**src/rtl/i2c_timer_reg_if.sv**
```systemverilog
// ---------------------------------------------------------------------------
// i2c_timer_reg_if
// I2C slave front end for the timer slave board. Oversamples SCL/SDA with the
// system clock, runs the slave protocol FSM and keeps a small register file
// that drives the counter/FND block.
//
// Ports
//   clk          system clock (SCL is much slower, no clock stretching)
//   reset        synchronous, active-high reset
//   scl          I2C clock pin (input only)
//   sda_in       I2C data pin read-back
//   sda_oe       1 = pull SDA low, 0 = release (open drain)
//   counter      live counter value from the counter block
//   run          CTRL[0] level
//   updn         CTRL[1] level (1 = count up)
//   clr_cmd      one-clk pulse when CMD[0] is written with 1
//   load_cmd     one-clk pulse when CMD[1] is written with 1
//   set_tim_num  committed preset value (atomic on write of byte 0x7)
//
// Register map (4-bit pointer): 0x0 CTRL, 0x1 CMD, 0x4-0x7 SET shadow,
// 0x8-0xB CNT (byte 0x8 latches the whole counter into a snapshot).
// ---------------------------------------------------------------------------
module i2c_timer_reg_if #(
    parameter logic [6:0] SLV_ADDR    = 7'h50,
    parameter int         SYNC_STAGES = 2
) (
    input  logic        clk,
    input  logic        reset,
    input  logic        scl,
    input  logic        sda_in,
    output logic        sda_oe,
    input  logic [31:0] counter,
    output logic        run,
    output logic        updn,
    output logic        clr_cmd,
    output logic        load_cmd,
    output logic [31:0] set_tim_num
);

    typedef enum logic [3:0] {
        ST_IDLE     = 4'd0,
        ST_ADDR     = 4'd1,
        ST_ADDR_ACK = 4'd2,
        ST_PTR      = 4'd3,
        ST_PTR_ACK  = 4'd4,
        ST_WDATA    = 4'd5,
        ST_WACK     = 4'd6,
        ST_RDATA    = 4'd7,
        ST_RACK     = 4'd8
    } state_t;

    logic [SYNC_STAGES-1:0] scl_sync_r;
    logic [SYNC_STAGES-1:0] sda_sync_r;
    logic                   scl_d_r;
    logic                   sda_d_r;
    logic                   scl_s;
    logic                   sda_s;
    logic                   scl_rise_s;
    logic                   scl_fall_s;
    logic                   start_s;
    logic                   stop_s;

    state_t                 state_r;
    state_t                 state_nxt;
    logic [3:0]             bit_cnt_r;
    logic [7:0]             shift_r;
    logic                   rw_r;
    logic                   ack_r;
    logic [3:0]             ptr_r;
    logic [1:0]             ctrl_r;
    logic [31:0]            shadow_r;
    logic [31:0]            snap_r;
    logic [31:0]            set_r;
    logic                   clr_r;
    logic                   load_r;
    logic                   sda_oe_r;

    logic [7:0]             tx_byte_s;
    logic                   rx_state_s;
    logic                   addr_done_s;
    logic                   oe_set_s;
    logic                   oe_val_s;
    logic                   wr_byte_s;
    logic                   ld_tx_s;
    logic                   ptr_ld_s;
    logic                   shift_tx_s;

    assign scl_s      = scl_sync_r[SYNC_STAGES-1];
    assign sda_s      = sda_sync_r[SYNC_STAGES-1];
    assign scl_rise_s = scl_s & ~scl_d_r;
    assign scl_fall_s = ~scl_s & scl_d_r;
    // START/STOP only count when SCL was high on both the old and new sample.
    assign start_s    = scl_s & scl_d_r & sda_d_r & ~sda_s;
    assign stop_s     = scl_s & scl_d_r & ~sda_d_r & sda_s;
    assign rx_state_s = (state_r == ST_ADDR) || (state_r == ST_PTR) || (state_r == ST_WDATA);

    // Pin synchronizers and one-flop edge history
    always_ff @(posedge clk) begin
        if (reset) begin
            scl_sync_r <= {SYNC_STAGES{1'b0}};
            sda_sync_r <= {SYNC_STAGES{1'b0}};
            scl_d_r    <= 1'b0;
            sda_d_r    <= 1'b0;
        end else begin
            scl_sync_r <= {scl_sync_r[SYNC_STAGES-2:0], scl};
            sda_sync_r <= {sda_sync_r[SYNC_STAGES-2:0], sda_in};
            scl_d_r    <= scl_s;
            sda_d_r    <= sda_s;
        end
    end

    // Byte presented to the master for the current pointer
    always_comb begin
        tx_byte_s = 8'h00;
        case (ptr_r)
            4'h0:    tx_byte_s = {6'b000000, ctrl_r};
            4'h4:    tx_byte_s = shadow_r[7:0];
            4'h5:    tx_byte_s = shadow_r[15:8];
            4'h6:    tx_byte_s = shadow_r[23:16];
            4'h7:    tx_byte_s = shadow_r[31:24];
            4'h8:    tx_byte_s = counter[7:0];
            4'h9:    tx_byte_s = snap_r[15:8];
            4'hA:    tx_byte_s = snap_r[23:16];
            4'hB:    tx_byte_s = snap_r[31:24];
            default: tx_byte_s = 8'h00;
        endcase
    end

    // FSM state register
    always_ff @(posedge clk) begin
        if (reset) begin
            state_r <= ST_IDLE;
        end else begin
            state_r <= state_nxt;
        end
    end

    // Next state and per-clk strobes; protocol steps happen on SCL falling edges
    always_comb begin
        state_nxt   = state_r;
        oe_set_s    = 1'b0;
        oe_val_s    = 1'b0;
        addr_done_s = 1'b0;
        wr_byte_s   = 1'b0;
        ld_tx_s     = 1'b0;
        ptr_ld_s    = 1'b0;
        shift_tx_s  = 1'b0;
        if (stop_s) begin
            state_nxt = ST_IDLE;
            oe_set_s  = 1'b1;
        end else if (start_s) begin
            state_nxt = ST_ADDR;
            oe_set_s  = 1'b1;
        end else if (scl_fall_s) begin
            case (state_r)
                ST_ADDR: begin
                    if (bit_cnt_r == 4'd8) begin
                        addr_done_s = 1'b1;
                        oe_set_s    = 1'b1;
                        if (shift_r[7:1] == SLV_ADDR) begin
                            state_nxt = ST_ADDR_ACK;
                            oe_val_s  = 1'b1;
                        end else begin
                            state_nxt = ST_IDLE;
                        end
                    end else begin
                        state_nxt = ST_ADDR;
                    end
                end
                ST_ADDR_ACK: begin
                    oe_set_s = 1'b1;
                    if (rw_r) begin
                        state_nxt = ST_RDATA;
                        ld_tx_s   = 1'b1;
                        oe_val_s  = ~tx_byte_s[7];
                    end else begin
                        state_nxt = ST_PTR;
                    end
                end
                ST_PTR: begin
                    if (bit_cnt_r == 4'd8) begin
                        state_nxt = ST_PTR_ACK;
                        ptr_ld_s  = 1'b1;
                        oe_set_s  = 1'b1;
                        oe_val_s  = 1'b1;
                    end else begin
                        state_nxt = ST_PTR;
                    end
                end
                ST_PTR_ACK: begin
                    state_nxt = ST_WDATA;
                    oe_set_s  = 1'b1;
                end
                ST_WDATA: begin
                    if (bit_cnt_r == 4'd8) begin
                        state_nxt = ST_WACK;
                        wr_byte_s = 1'b1;
                        oe_set_s  = 1'b1;
                        oe_val_s  = 1'b1;
                    end else begin
                        state_nxt = ST_WDATA;
                    end
                end
                ST_WACK: begin
                    state_nxt = ST_WDATA;
                    oe_set_s  = 1'b1;
                end
                ST_RDATA: begin
                    oe_set_s = 1'b1;
                    if (bit_cnt_r == 4'd8) begin
                        state_nxt = ST_RACK;
                    end else begin
                        shift_tx_s = 1'b1;
                        oe_val_s   = ~shift_r[6];
                    end
                end
                ST_RACK: begin
                    oe_set_s = 1'b1;
                    if (ack_r) begin
                        state_nxt = ST_RDATA;
                        ld_tx_s   = 1'b1;
                        oe_val_s  = ~tx_byte_s[7];
                    end else begin
                        state_nxt = ST_IDLE;
                    end
                end
                ST_IDLE: begin
                    state_nxt = ST_IDLE;
                end
                default: begin
                    state_nxt = ST_IDLE;
                    oe_set_s  = 1'b1;
                end
            endcase
        end else begin
            state_nxt = state_r;
        end
    end

    // Shift/bit counting, pointer, register file, snapshot and SDA driver
    always_ff @(posedge clk) begin
        if (reset) begin
            bit_cnt_r <= 4'd0;
            shift_r   <= 8'h00;
            rw_r      <= 1'b0;
            ack_r     <= 1'b0;
            ptr_r     <= 4'h0;
            ctrl_r    <= 2'b00;
            shadow_r  <= 32'h0000_0000;
            snap_r    <= 32'h0000_0000;
            set_r     <= 32'h0000_0000;
            clr_r     <= 1'b0;
            load_r    <= 1'b0;
            sda_oe_r  <= 1'b0;
        end else begin
            clr_r  <= 1'b0;
            load_r <= 1'b0;
            // Every state starts counting bits from zero, including a repeated START.
            if (start_s || (state_nxt != state_r)) begin
                bit_cnt_r <= 4'd0;
            end else if (scl_rise_s && (bit_cnt_r != 4'd8)) begin
                bit_cnt_r <= bit_cnt_r + 4'd1;
            end
            if (scl_rise_s && rx_state_s) begin
                shift_r <= {shift_r[6:0], sda_s};
            end else if (ld_tx_s) begin
                shift_r <= tx_byte_s;
            end else if (shift_tx_s) begin
                shift_r <= {shift_r[6:0], 1'b0};
            end
            if (scl_rise_s && (state_r == ST_RACK)) begin
                ack_r <= ~sda_s;
            end
            if (addr_done_s) begin
                rw_r <= shift_r[0];
            end
            if (oe_set_s) begin
                sda_oe_r <= oe_val_s;
            end
            if (ptr_ld_s) begin
                ptr_r <= shift_r[3:0];
            end else if (ld_tx_s || wr_byte_s) begin
                ptr_r <= ptr_r + 4'd1;
            end
            // Loading CNT byte 0 freezes all four bytes so later bytes cannot tear.
            if (ld_tx_s && (ptr_r == 4'h8)) begin
                snap_r <= counter;
            end
            if (wr_byte_s) begin
                case (ptr_r)
                    4'h0: ctrl_r <= shift_r[1:0];
                    4'h1: begin
                        clr_r  <= shift_r[0];
                        load_r <= shift_r[1];
                    end
                    4'h4: shadow_r[7:0]   <= shift_r;
                    4'h5: shadow_r[15:8]  <= shift_r;
                    4'h6: shadow_r[23:16] <= shift_r;
                    4'h7: begin
                        shadow_r[31:24] <= shift_r;
                        set_r           <= {shift_r, shadow_r[23:0]};
                    end
                    default: ctrl_r <= ctrl_r;
                endcase
            end
        end
    end

    assign sda_oe      = sda_oe_r;
    assign run         = ctrl_r[0];
    assign updn        = ctrl_r[1];
    assign clr_cmd     = clr_r;
    assign load_cmd    = load_r;
    assign set_tim_num = set_r;

endmodule
```
**config.mk**
```make
export PLATFORM = sky130hd
export DESIGN_NAME = i2c_timer_reg_if
export DESIGN_NICKNAME = d
export VERILOG_FILES = /design/src/rtl/i2c_timer_reg_if.sv
export SDC_FILE = /design/constraint.sdc
export NUM_CORES = 1
export LEC_CHECK = 0
export BUFFER_PORTS_ARGS = -buffer_cell sky130_fd_sc_hd__buf_2
export CAP_MARGIN = 20
export CORE_MARGIN = 2
export CORE_UTILIZATION = 45
export CTS_CLUSTER_SIZE = 30
export DETAILED_ROUTE_END_ITERATION = 10
export GPL_ROUTABILITY_DRIVEN = 1
export PLACE_DENSITY = 0.75
export SKIP_CTS_REPAIR_TIMING = 1
export SLEW_MARGIN = 20
export SYNTH_ARGS = -nofsm -noshare
export SYNTH_HDL_FRONTEND = slang
export SYNTH_SLANG_ARGS = --single-unit
```
**constraint.sdc**
```tcl
create_clock -name clk -period 1.72 [get_ports clk]
set_input_delay 0 -clock clk [delete_from_list [all_inputs] [get_ports clk]]
set_output_delay 0 -clock clk [all_outputs]
set_load 0.01 [all_outputs]
```
# == After elaboration in Yosys (flattened, before gate mapping) ==
# Cells that the tools add are included.
# word_totals
ff_bits,129
inputBits,36
out_inout_bits,37
word_cells,134
# classes
add_sub_neg,2
eq_ne,21
n_mux,54
n_bitwise,15
n_reduce_logical,22
# ops
op,count
$pmux 8 s9,1
$mux 1,34
$eq 4x3->1 const B,8
$mux 4,7
$pmux 4 s7,1
$eq 4x4->1 const B,6
$mux 8,3
$reduce_and 2->1,5
$mux 3,3
$add 4x1->4 const B,2
$eq 4x1->1 const B,2
$eq 4x2->1 const B,2
$logic_not 4->1,2
$not 1->1,8
$and 1x1->1,7
$eq 7x7->1 const B,1
$reduce_or 2->1,3
$reduce_or 3->1,2
$pmux 1 s5,1
$logic_and 1x1->1,4
$logic_or 1x1->1,4
$mux 2,2
$ne 4x4->1,1
$ne 4x4->1 const B,1
3 further kinds,4

# == Longest topological paths before layout ==
# depth
ltp_word,10
mapped_depth,9
mapped_depth_nobuf,7

# == Worst setup path before layout ==
# Ideal clock, no wire load.
# synth_timing
path_kind,register to register
startpoint,reg ptr_r[1]
endpoint,reg shift_r[1]
setup_time_ns,0.132
arrival_ns,1.695
t_required_ns,1.588
path_slack_ns,-0.106
stages_incl_launch_ff,9
n_path_buf,2
period_less_slack_ns,1.826
cell_sequence,dfxtp_1 -> inv_1 -> ha_1 -> clkbuf_1 -> clkbuf_1 -> a222oi_1 -> o211ai_1 -> a221oi_1 -> nor3_1
# synth_via
elab_chain_cells,4
word_cells_on_any_way,12
cone_classes,eq/ne: 8; mux: 3; reduce/logical: 1
# synth_lines
element,line_no,text
from (decl),69,logic [3:0] ptr_r;
from (signal assigned),281,ptr_r <= shift_r[3:0];
from (signal assigned),283,ptr_r <= ptr_r + 4'd1;
$eq 4x4->1 (tied with other cells),115,case (ptr_r)
$pmux 8 s9 (*),115,
$mux 8 (*),266,end else if (ld_tx_s) begin
$mux 8 (*),264,if (scl_rise_s && rx_state_s) begin
to (signal assigned),265,"shift_r <= {shift_r[6:0], sda_s};"
to (signal assigned),267,shift_r <= tx_byte_s;
to (signal assigned),269,"shift_r <= {shift_r[6:0], 1'b0};"
to (decl),66,logic [7:0] shift_r;
# Mark *: on every way between the ends. The rest lies on a longest branch, timed or not.
# A chain may end at the register's enable or synchronous reset.

# == Worst setup path in the final report ==
# layout_timing
startpoint,reg ptr_r[1]
endpoint,reg shift_r[0]
# The elaborated chain is that of the path after synthesis.

==> summary.txt <==
number of buffers created by CTS = 17
area grow syn2layout = 44.8%
Tmin final = 1.94 ns
via/cell ratio = 5.65
Die W = 112 um
final hold slack = -0.0115 ns
NumNets Final = 790
failing checks = negative hold slack, negative setup slack
Crit. End Element = flop
combinational fraction of design power = 3.6%
WL/cell = 18.5 um
Ys Warns = 0
port buffer count = 72
asr flop ratio synth = 0%
Worst Max-Slew Pin Slew = 0.557 ns
CTS root buf = clkbuf_16
area of the multi-input gates = 2960 um^2
Largest stage delay, worst path = 0.47 ns
Avg Cell Area, Syn = 8.96 um^2
clk_skew = 0.00850 ns
max_cap viols = 0
vias in the first global route = 4741
hold crit path type = input pin to flop
Worst setup SP type = flop
initial antenna violation count = 1
H-Tree Depth = 4
Clk pwr share = 54.7%
Routed WL = 16700 um
Clock Latency Late Sink = 0.42 ns
I/O pin cnt = 73
gr usage total = 23.5%
unrepaired setup endpoints after global routing = true
storage element area = 2280 um^2
Final Cycle Share = 113%
die height = 112 um
clk buf depth = 2
Initial Util = 46.1%
Max Clk Rate = 516 MHz
drt first-iter violations = 473
Post-route DRC = 0
critical path's slowest cell = a222oi_1
post-synthesis sequential area ratio = 43.2%
Worst-path clk slew = 0.06 ns
filler cell count = 831
Net Sw Power = 1.34 mW
maximum VDD drop = 0.809 mV
CP Class = flop to flop
Post-Synthesis Cell Area = 5240 um^2
layout cell share with drive strength beyond 1 = 35.4%
syn_nets = 630
TNS Setup = -5.24 ns
CP Cell Sequence = inv_4 > ha_4 > clkbuf_16 > a222oi_1 > o221ai_1 > a22oi_1 > a21oi_1
setup ws final = -0.218 ns
Slew Limit Fails = 0
CP arrival = 2.23 ns
Synth cell types = 59
placed insts = 829
# rows = 39
DP HPWL = 10400 um
Placer Congestion = 0.956
synthesized flop and latch total = 113
worst-path maximum fanout = 10
PD cells = 830 nW/um^2
Syn Inst Count = 585
outcome = complete, but fails checks
Switching Fraction = 21.2%
DR vias = 5087
Final Hold Viols = 1
Leak = 3.10 nW
CTS tree = yes
drt first pass iters = 5
gr ovfl total = 0
largest net degree at the start of global routing = 75
Die Footprint = 12500 um^2
core region area = 11400 um^2
first-pass GRT wire length = 23400 um
dominant synthesized flop cell = dfxtp_1
EDFF count, synth = 0
pre-CTS setup slack = -0.253 ns
Setup-failing EPs final = 94
Final ANT Viol Nets = 0
P_int = 4.97 mW
fin cells = 900
Reg power frac = 41.8%
slew margin rel. = 62.8%
CP required = 2.01 ns
CTS Sinks = 113
worst paths after layout:
kind | start | to | slack, ns | cells past startpoint
hold reg to reg | scl_sync_r[0] | scl_sync_r[1] | 0.44 | 1
setup / recovery | ptr_r[1] | shift_r[0] | -0.22 | 7
hold / removal | reset | sda_d_r | -0.01 | 2
setup reg to reg | ptr_r[1] | shift_r[0] | -0.22 | 7
sequential cells by signal, summed over array words and instances, names as in the netlist:
name,count
clr_cmd,1
sda_sync_r,2
ptr_r,4
sda_oe,1
ctrl_r,2
shadow_r,32
snap_r,24
load_cmd,1
sda_d_r,1
scl_d_r,1
state_r,4
scl_sync_r,2
bit_cnt_r,4
rw_r,1
ack_r,1
set_tim_num,24
shift_r,8
synthesized netlist by cell type, drive strengths merged, types with 2 or more instances:
cell type	instances	area share (%)
a222oi	9	1.7
clkbuf	25	1.8
or3	2	0.24
a22o	9	1.5
o221ai	2	0.33
nand4	2	0.24
nand2	77	5.6
nor2	73	5.4
or2	2	0.29
mux2i	55	11
inv	12	0.86
ha	9	2.1
buf	26	3.9
nor4	8	1.2
o22ai	8	0.95
a31oi	3	0.36
nand3	14	1.6
xor2	3	0.50
nand3b	4	1.1
nand2b	6	0.72
xnor2	4	0.67
nor2b	10	1.2
o21ai	10	0.95
o211ai	2	0.29
a311oi	3	0.84
a22oi	6	0.86
and3	4	0.57
a221oi	7	1.2
a21oi	43	4.1
and2	2	0.24
a211oi	10	1.5
dfxtp	113	43
a32oi	2	0.33
nor3	9	0.95
final cells by class:
class                           count  area share (%)
Timing Repair Buffer              192            20.3
Inverter                           12           0.659
Clock inverter                      9            1.43
Multi-Input combinational cell    409            39.0
Tap cell                          143            2.36
Clock buffer                       21            6.20
Antenna cell                        1          0.0330
Sequential cell                   113            30.0
critical path: cells and delay by family (launching register included):
family                   cells  cell delay, ns
AO/OA/AOI/OAI                4            1.01
flip-flops                   1            0.39
buffers and inverters        2            0.23
adder cells (fa/ha/maj)      1            0.18
power by group through the flow:
stage	Combinational (mW)	Sequential, mW	Clock (mW)
final	0.226	2.63	3.45
after global placement	0.159	2.69	0
after detailed placement	0.163	2.69	0
after CTS	0.163	2.63	3.48
after global routing	0.241	2.63	3.60
after floorplan	0.0805	2.69	0
logic make-up (layout without fill, tap and decap cells):
family | count (synthesis) | count (layout) | synth area share [%]
flops | 113 | 113 | 43.2
simple gates | 216 | 216 | 19.9
compound gates | 121 | 121 | 16.4
other cells | 0 | 1 | 0
buf+inv | 63 | 234 | 6.52
xor+xnor | 7 | 7 | 1.17
fa+ha+maj | 9 | 9 | 2.15
mux | 56 | 56 | 10.7
per-stage QoR:
step | utilization, % | instance area (um^2) | total power, mW
2_1_floorplan | - | 5310 | 2.77
3_3_place_gp | 54.5 | 6190 | 2.85
3_5_place_dp | 54.5 | 6190 | 2.85
4_1_cts | 59.5 | 6770 | 6.27
5_1_grt | 66.8 | 7590 | 6.47
6_report | 66.8 | 7590 | 6.30
layout by cell type (no fill, tap or decap), drive strengths merged, types with 3 or more instances in the layout:
cell type / Yosys / final
xor2: 3 / 3
nor2: 73 / 73
nand2: 77 / 77
ha: 9 / 9
xnor2: 4 / 4
a221oi: 7 / 7
nand3: 14 / 14
buf: 26 / 161
clkbuf: 25 / 26
o21ai: 10 / 10
a21oi: 43 / 43
nor4: 8 / 8
a31oi: 3 / 3
a222oi: 9 / 9
nand2b: 6 / 6
clkinvlp: 0 / 4
nor2b: 10 / 10
a211oi: 10 / 10
o22ai: 8 / 8
nand3b: 4 / 4
inv: 12 / 12
nor3: 9 / 9
mux2i: 55 / 55
a22oi: 6 / 6
dlygate4sd3: 0 / 26
a22o: 9 / 9
dfxtp: 113 / 113
clkinv: 0 / 3
and3: 4 / 4
a311oi: 3 / 3
routing by layer:
metal  track usage [%]  share of wire (%)
met1              28.3                 38
met2              40.5                 51
met3              5.66                7.3
met4              9.14                3.0
met5                 0                  0
(Power assumes the default switching activity.)
